<file path="src/rtl/uart_tx_buffer.sv">
// Byte FIFO with a drain FSM feeding the uart transmitter handshake.
// Producers push bytes without watching TX status; the FSM issues one
// tx_trigger_o pulse per byte and waits for the UART to finish each frame.
// Optional build macro: UART_TX_BUFFER_CRLF_EN inserts 0x0D ahead of every 0x0A.
module uart_tx_buffer #(
    parameter int unsigned DEPTH_LOG2 = 4,
    parameter int unsigned BUSY_WAIT  = 8
) (
    input  logic                  clk_i,
    input  logic                  rst_n_i,
    input  logic [7:0]            wr_data_i,
    input  logic                  wr_en_i,
    output logic                  full_o,
    output logic                  empty_o,
    output logic [DEPTH_LOG2:0]   count_o,
    output logic                  overflow_o,
    input  logic                  overflow_clr_i,
    output logic [7:0]            tx_data_o,
    output logic                  tx_trigger_o,
    input  logic                  tx_complete_i
);

    localparam int unsigned DEPTH = 1 << DEPTH_LOG2;
    localparam int unsigned CNT_W = (BUSY_WAIT > 1) ? $clog2(BUSY_WAIT) : 1;
    localparam logic [DEPTH_LOG2:0] FULL_CNT  = (DEPTH_LOG2 + 1)'(DEPTH);
    localparam logic [CNT_W-1:0]    BUSY_LAST = CNT_W'(BUSY_WAIT - 1);

    typedef enum logic [1:0] {StIdle, StTrig, StWaitBusy, StWaitDone} state_e;

    logic [7:0]            mem_q [DEPTH];
    logic [DEPTH_LOG2-1:0] wr_ptr_q, rd_ptr_q;
    logic [DEPTH_LOG2:0]   count_q, count_d;
    logic                  full_q, empty_q, overflow_q;
    logic [7:0]            tx_data_q;
    logic                  tx_trigger_q;
    logic [CNT_W-1:0]      busy_cnt_q;
    state_e                state_q;

    logic [7:0] head;
    logic       push, pop, start;

    assign head  = mem_q[rd_ptr_q];
    assign push  = wr_en_i && !full_q;
    // Launch a byte only when the UART reports idle and something is queued
    assign start = (state_q == StIdle) && !empty_q && tx_complete_i;

`ifdef UART_TX_BUFFER_CRLF_EN
    logic cr_flag_q;
    logic insert_cr;
    // A LF at the head is first announced by a CR that does not consume it
    assign insert_cr = start && (head == 8'h0A) && !cr_flag_q;
    assign pop       = start && !insert_cr;
`else
    assign pop = start;
`endif

    // Next occupancy; a simultaneous push and pop cancel out
    always_comb begin
        count_d = count_q;
        unique case ({push, pop})
            2'b10:   count_d = count_q + 1'b1;
            2'b01:   count_d = count_q - 1'b1;
            default: count_d = count_q;
        endcase
    end

    // Storage array; contents need no reset because occupancy gates every read
    always_ff @(posedge clk_i) begin
        if (push) begin
            mem_q[wr_ptr_q] <= wr_data_i;
        end
    end

    // Pointers, occupancy flags and sticky overflow
    always_ff @(posedge clk_i or negedge rst_n_i) begin
        if (!rst_n_i) begin
            wr_ptr_q   <= '0;
            rd_ptr_q   <= '0;
            count_q    <= '0;
            full_q     <= 1'b0;
            empty_q    <= 1'b1;
            overflow_q <= 1'b0;
        end else begin
            if (push) begin
                wr_ptr_q <= wr_ptr_q + 1'b1;
            end
            if (pop) begin
                rd_ptr_q <= rd_ptr_q + 1'b1;
            end
            count_q <= count_d;
            full_q  <= (count_d == FULL_CNT);
            empty_q <= (count_d == '0);
            // Uses registered full, so a same-cycle pop does not rescue the write
            if (wr_en_i && full_q) begin
                overflow_q <= 1'b1;
            end else if (overflow_clr_i) begin
                overflow_q <= 1'b0;
            end
        end
    end

    // Drain FSM with registered trigger and data outputs
    always_ff @(posedge clk_i or negedge rst_n_i) begin
        if (!rst_n_i) begin
            state_q      <= StIdle;
            tx_data_q    <= 8'h00;
            tx_trigger_q <= 1'b0;
            busy_cnt_q   <= '0;
`ifdef UART_TX_BUFFER_CRLF_EN
            cr_flag_q    <= 1'b0;
`endif
        end else begin
            unique case (state_q)
                StIdle: begin
                    if (start) begin
                        tx_trigger_q <= 1'b1;
                        state_q      <= StTrig;
`ifdef UART_TX_BUFFER_CRLF_EN
                        if (insert_cr) begin
                            tx_data_q <= 8'h0D;
                            cr_flag_q <= 1'b1;
                        end else begin
                            tx_data_q <= head;
                            cr_flag_q <= 1'b0;
                        end
`else
                        tx_data_q <= head;
`endif
                    end
                end
                StTrig: begin
                    tx_trigger_q <= 1'b0;
                    busy_cnt_q   <= '0;
                    state_q      <= StWaitBusy;
                end
                StWaitBusy: begin
                    // A UART that never reports busy is assumed to have taken the byte
                    if (!tx_complete_i) begin
                        state_q <= StWaitDone;
                    end else if (busy_cnt_q == BUSY_LAST) begin
                        state_q <= StIdle;
                    end else begin
                        busy_cnt_q <= busy_cnt_q + 1'b1;
                    end
                end
                StWaitDone: begin
                    if (tx_complete_i) begin
                        state_q <= StIdle;
                    end
                end
                default: state_q <= StIdle;
            endcase
        end
    end

    assign full_o       = full_q;
    assign empty_o      = empty_q;
    assign count_o      = count_q;
    assign overflow_o   = overflow_q;
    assign tx_data_o    = tx_data_q;
    assign tx_trigger_o = tx_trigger_q;

endmodule

</file>
<file path="config.mk">
export PLATFORM = sky130hd
export DESIGN_NAME = uart_tx_buffer
export DESIGN_NICKNAME = d
export VERILOG_FILES = /design/src/rtl/uart_tx_buffer.sv
export SDC_FILE = /design/constraint.sdc
export NUM_CORES = 1
export LEC_CHECK = 0
export CAP_MARGIN = 15
export CORE_ASPECT_RATIO = 1.5
export CORE_MARGIN = 1
export CORE_UTILIZATION = 62
export CTS_CLUSTER_SIZE = 10
export DETAILED_ROUTE_END_ITERATION = 6
export MAX_ROUTING_LAYER = met4
export PLACE_DENSITY = 0.8
export SYNTH_ARGS = -nofsm -noshare
export SYNTH_HDL_FRONTEND = slang
export SYNTH_SLANG_ARGS = --single-unit
</file>
<file path="constraint.sdc">
create_clock -name clk_i -period 4.7 [get_ports clk_i]
set_input_delay 0.94 -clock clk_i [delete_from_list [all_inputs] [get_ports clk_i]]
set_output_delay 0.94 -clock clk_i [all_outputs]
set_load 0.02 [all_outputs]
</file>
==> impl_metrics.csv <==
group,metric,value,unit
logic_synthesis,synth_warnings,0,
floorplan,die_w,85.0,um
detailed_routing,via_per_inst,6.27,
logic_synthesis,synthFlopType,"edfxtp_1",
logic_synthesis,synthesis.area,6410,um2
worst_setup_path,crit_path_max_fanout,9,
timing,period_needed,3830,ps
grt,grt_pass1_vias,3681,
grt,antenna_found_initial,0,
worst_setup_path,worstPathRequired,5040,ps
clocking,h-tree-depth,4,
timing,setup_viol,0,
worst_setup_path,critPathKind,"in -> reg",
detailed_routing,wl_per_cell,23.8,um
grt,gr-total-overflow,0,
layout,fillers,588,
layout,final_area,7440,um2
detailed_routing,via_count,3429,
worst_setup_path,worst_setup_path_end_kind,"flip-flop",
logic_synthesis,ys_ff_latch,158,
floorplan,io_pins,30,
worst_hold_path,min_path_type,"reg -> reg",
power_and_ir_drop,power,4680,uW
placed_design,gp_congestion,0.832,
worst_setup_path,start_kind,"input pin",
timing,clock_skew,5.64,ps
logic_synthesis,syn_nets,401,
logic_synthesis,synth_edf_count,128,
logic_synthesis,syn_avg_cell_area,17.0,um2
detailed_routing,drtPass1Iterations,5,
logic_synthesis,synth_area_leaders,"edfxtp_1 (60%), dfrtp_1 (11%), mux4_2 (11%)",
floorplan,num_rows,45,
timing,rsz0062_at_grt,"false",
logic_synthesis,yosysMostFrequentCell,"edfxtp_1",
logic_synthesis,synth_cell_types,42,
detailed_routing,drtIter0Drc,257,
clocking,cts-resized-gates,0,
logic_synthesis,yosysSeqAreaShare,0.717,
logic_synthesis,synth_top_area_share,0.599,
timing,maxSlewViolCount,0,
clocking,ctsHoldBuffers,0,
clocking,cts_buffer_depth,2,
layout,area_delta_synth_final,15.9,%
worst_setup_path,crit_arrival,4170,ps
clocking,cts_tree,"done",
grt,grt_pass1_wl,20.6,mm
power_and_ir_drop,p_per_area,630,nW/um2
placed_design,port_buffers,29,
clocking,cts_made_buffers,17,
layout,fin_nets,440,
floorplan,initial_core_util,0.636,
clocking,post_cts_buffers,0,
layout,diodes,0,
timing,fin_setup_tns,0,ps
job,drv_cap,0,
clocking,path_clk_slew,60,ps
detailed_routing,drc,0,
outcome,status,"finished clean",
floorplan,core_area,10100,um2
timing,layout_worst_path_cycle_share,0.815,
placed_design,hpwl,8.03,mm
grt,grt_max_degree,27,
logic_synthesis,yosys-top-cells-count,"edfxtp_1 (128), nand2_1 (39), mux4_2 (30)",
clocking,clk_latency,410,ps
logic_synthesis,postSynth.asyncResetShare,0.190,
detailed_routing,routed_wl,13.0,mm
timing,clock.fmax,261,MHz
timing,worstMarginPinSlew,859,ps
placed_design,dpl_cell_area,6830,um2
power_and_ir_drop,ir_drop,0.293,mV
logic_synthesis,synth_cells,378,
layout,fin_util,0.738,
layout,layout-drive-gt1-share,0.170,
timing,max_slew_margin,0.428,
clocking,clk_root_buffer_cell,"clkbuf_16",
clocking,clock_sinks,158,
detailed_routing,route.antenna.remaining_nets,0,
floorplan,die_y,127,um
timing,hold_violations,0,
power_and_ir_drop,leakagePower,0.00262,uW
grt,grt_usage,0.280,
logic_synthesis,yosysTopAreaCell,"edfxtp_1",
floorplan,die-area,10800,um2
[cells by family (layout without fill, tap and decap cells)]
family                   Yosys count  after routing  synth area share
XOR/XNOR                          11             11            0.0150
buffers and inverters             26             78            0.0166
AND/OR/NAND/NOR                   92             92            0.0702
flip-flops                       158            158             0.717
multiplexers                      39             39             0.120
adder cells (fa/ha/maj)           10             10            0.0195
AO/OA/AOI/OAI                     42             42            0.0421
[final timing paths]
check	from	to	slack (ps)	cells after the start
min	tx_trigger_o$_DFFE_PN0P_	tx_trigger_o$_DFFE_PN0P_	480	2
min reg2reg	tx_trigger_o$_DFFE_PN0P_	tx_trigger_o$_DFFE_PN0P_	480	2
max in group asynchronous	rst_n_i	busy_cnt_q[2]$_DFFE_PN0P_	3260	3
min in group asynchronous	rst_n_i	wr_ptr_q[2]$_DFFE_PN0P_	810	1
max reg2reg	state_q[1]$_DFFE_PN0P_	full_o$_DFF_PN0_	1410	10
max	wr_en_i	full_o$_DFF_PN0_	870	11
[through the flow]
step                hold WS (ps)  cells  setup slack [ps]
finish                       479    547               871
global route                 527    547               647
CTS                          483    546               916
detailed placement           468    514               501
global placement             466    514               695
floorplan                    460    378              1230
[sequential cells by signal, indices dropped and copies added (netlist names)]
name,flops
tx_trigger_o,1
busy_cnt_q,3
tx_data_o,8
rd_ptr_q,4
overflow_o,1
full_o,1
state_q,2
count_o,5
empty_o,1
mem_q,128
wr_ptr_q,4
[final cells by class]
class / instances / area, um2 / share of cell area
Timing Repair Buffer: 36 / 363 / 0.0488
Clock inverter: 13 / 148 / 0.0199
Multi-Input combinational cell: 194 / 1710 / 0.230
Inverter: 10 / 37.5 / 0.00505
Tap cell: 117 / 146 / 0.0197
Sequential cell: 158 / 4600 / 0.618
Clock buffer: 19 / 433 / 0.0582
[layer usage]
metal,vias to the layer above,share of wire,global-route usage
li1,1527,-,-
met1,1720,0.38,0.333
met2,143,0.53,0.450
met3,39,0.053,0.0540
met4,0,0.045,0.163
met5,-,0,-
[placed cells by master (no fill, tap or decap), types with 2 or more instances in the layout]
cell type / synthesis / routed
clkdlybuf4s50_1: 0 / 29
buf_4: 0 / 6
nand2b_1: 2 / 2
clkinv_2: 0 / 3
clkbuf_1: 6 / 2
xnor2_1: 8 / 8
mux4_2: 30 / 30
bufinv_16: 0 / 3
and2_1: 17 / 17
a21oi_1: 3 / 3
dfrtp_1: 29 / 28
o21ai_0: 22 / 22
mux2_2: 3 / 3
nand4_1: 3 / 3
mux2i_1: 6 / 6
a22oi_1: 7 / 7
ha_1: 10 / 10
clkinv_1: 0 / 3
nor2b_1: 3 / 3
nor3_1: 2 / 2
clkbuf_16: 0 / 17
nand2_1: 39 / 39
a2bb2oi_1: 2 / 2
inv_1: 10 / 10
edfxtp_1: 128 / 128
nand3_1: 2 / 2
nor2_1: 15 / 15
xor2_1: 3 / 3
clkinvlp_4: 0 / 3
[power by group]
part | total, uW | switching, uW | internal, uW
clock network | 1350 | 519 | 827
registers | 1990 | 236 | 1760
logic | 1350 | 714 | 631
[worst max-delay path, stage by stage]
cell             delay, ps
clkdlybuf4s50_1        480
nor2b_1                510
inv_1                  200
ha_1                   350
xor2_1                 190
ha_1                   220
nor2_2                  50
a221o_1                330
a2111oi_2              460
xor2_1                 240
nor3b_2                180
(Power assumes the default switching activity.)
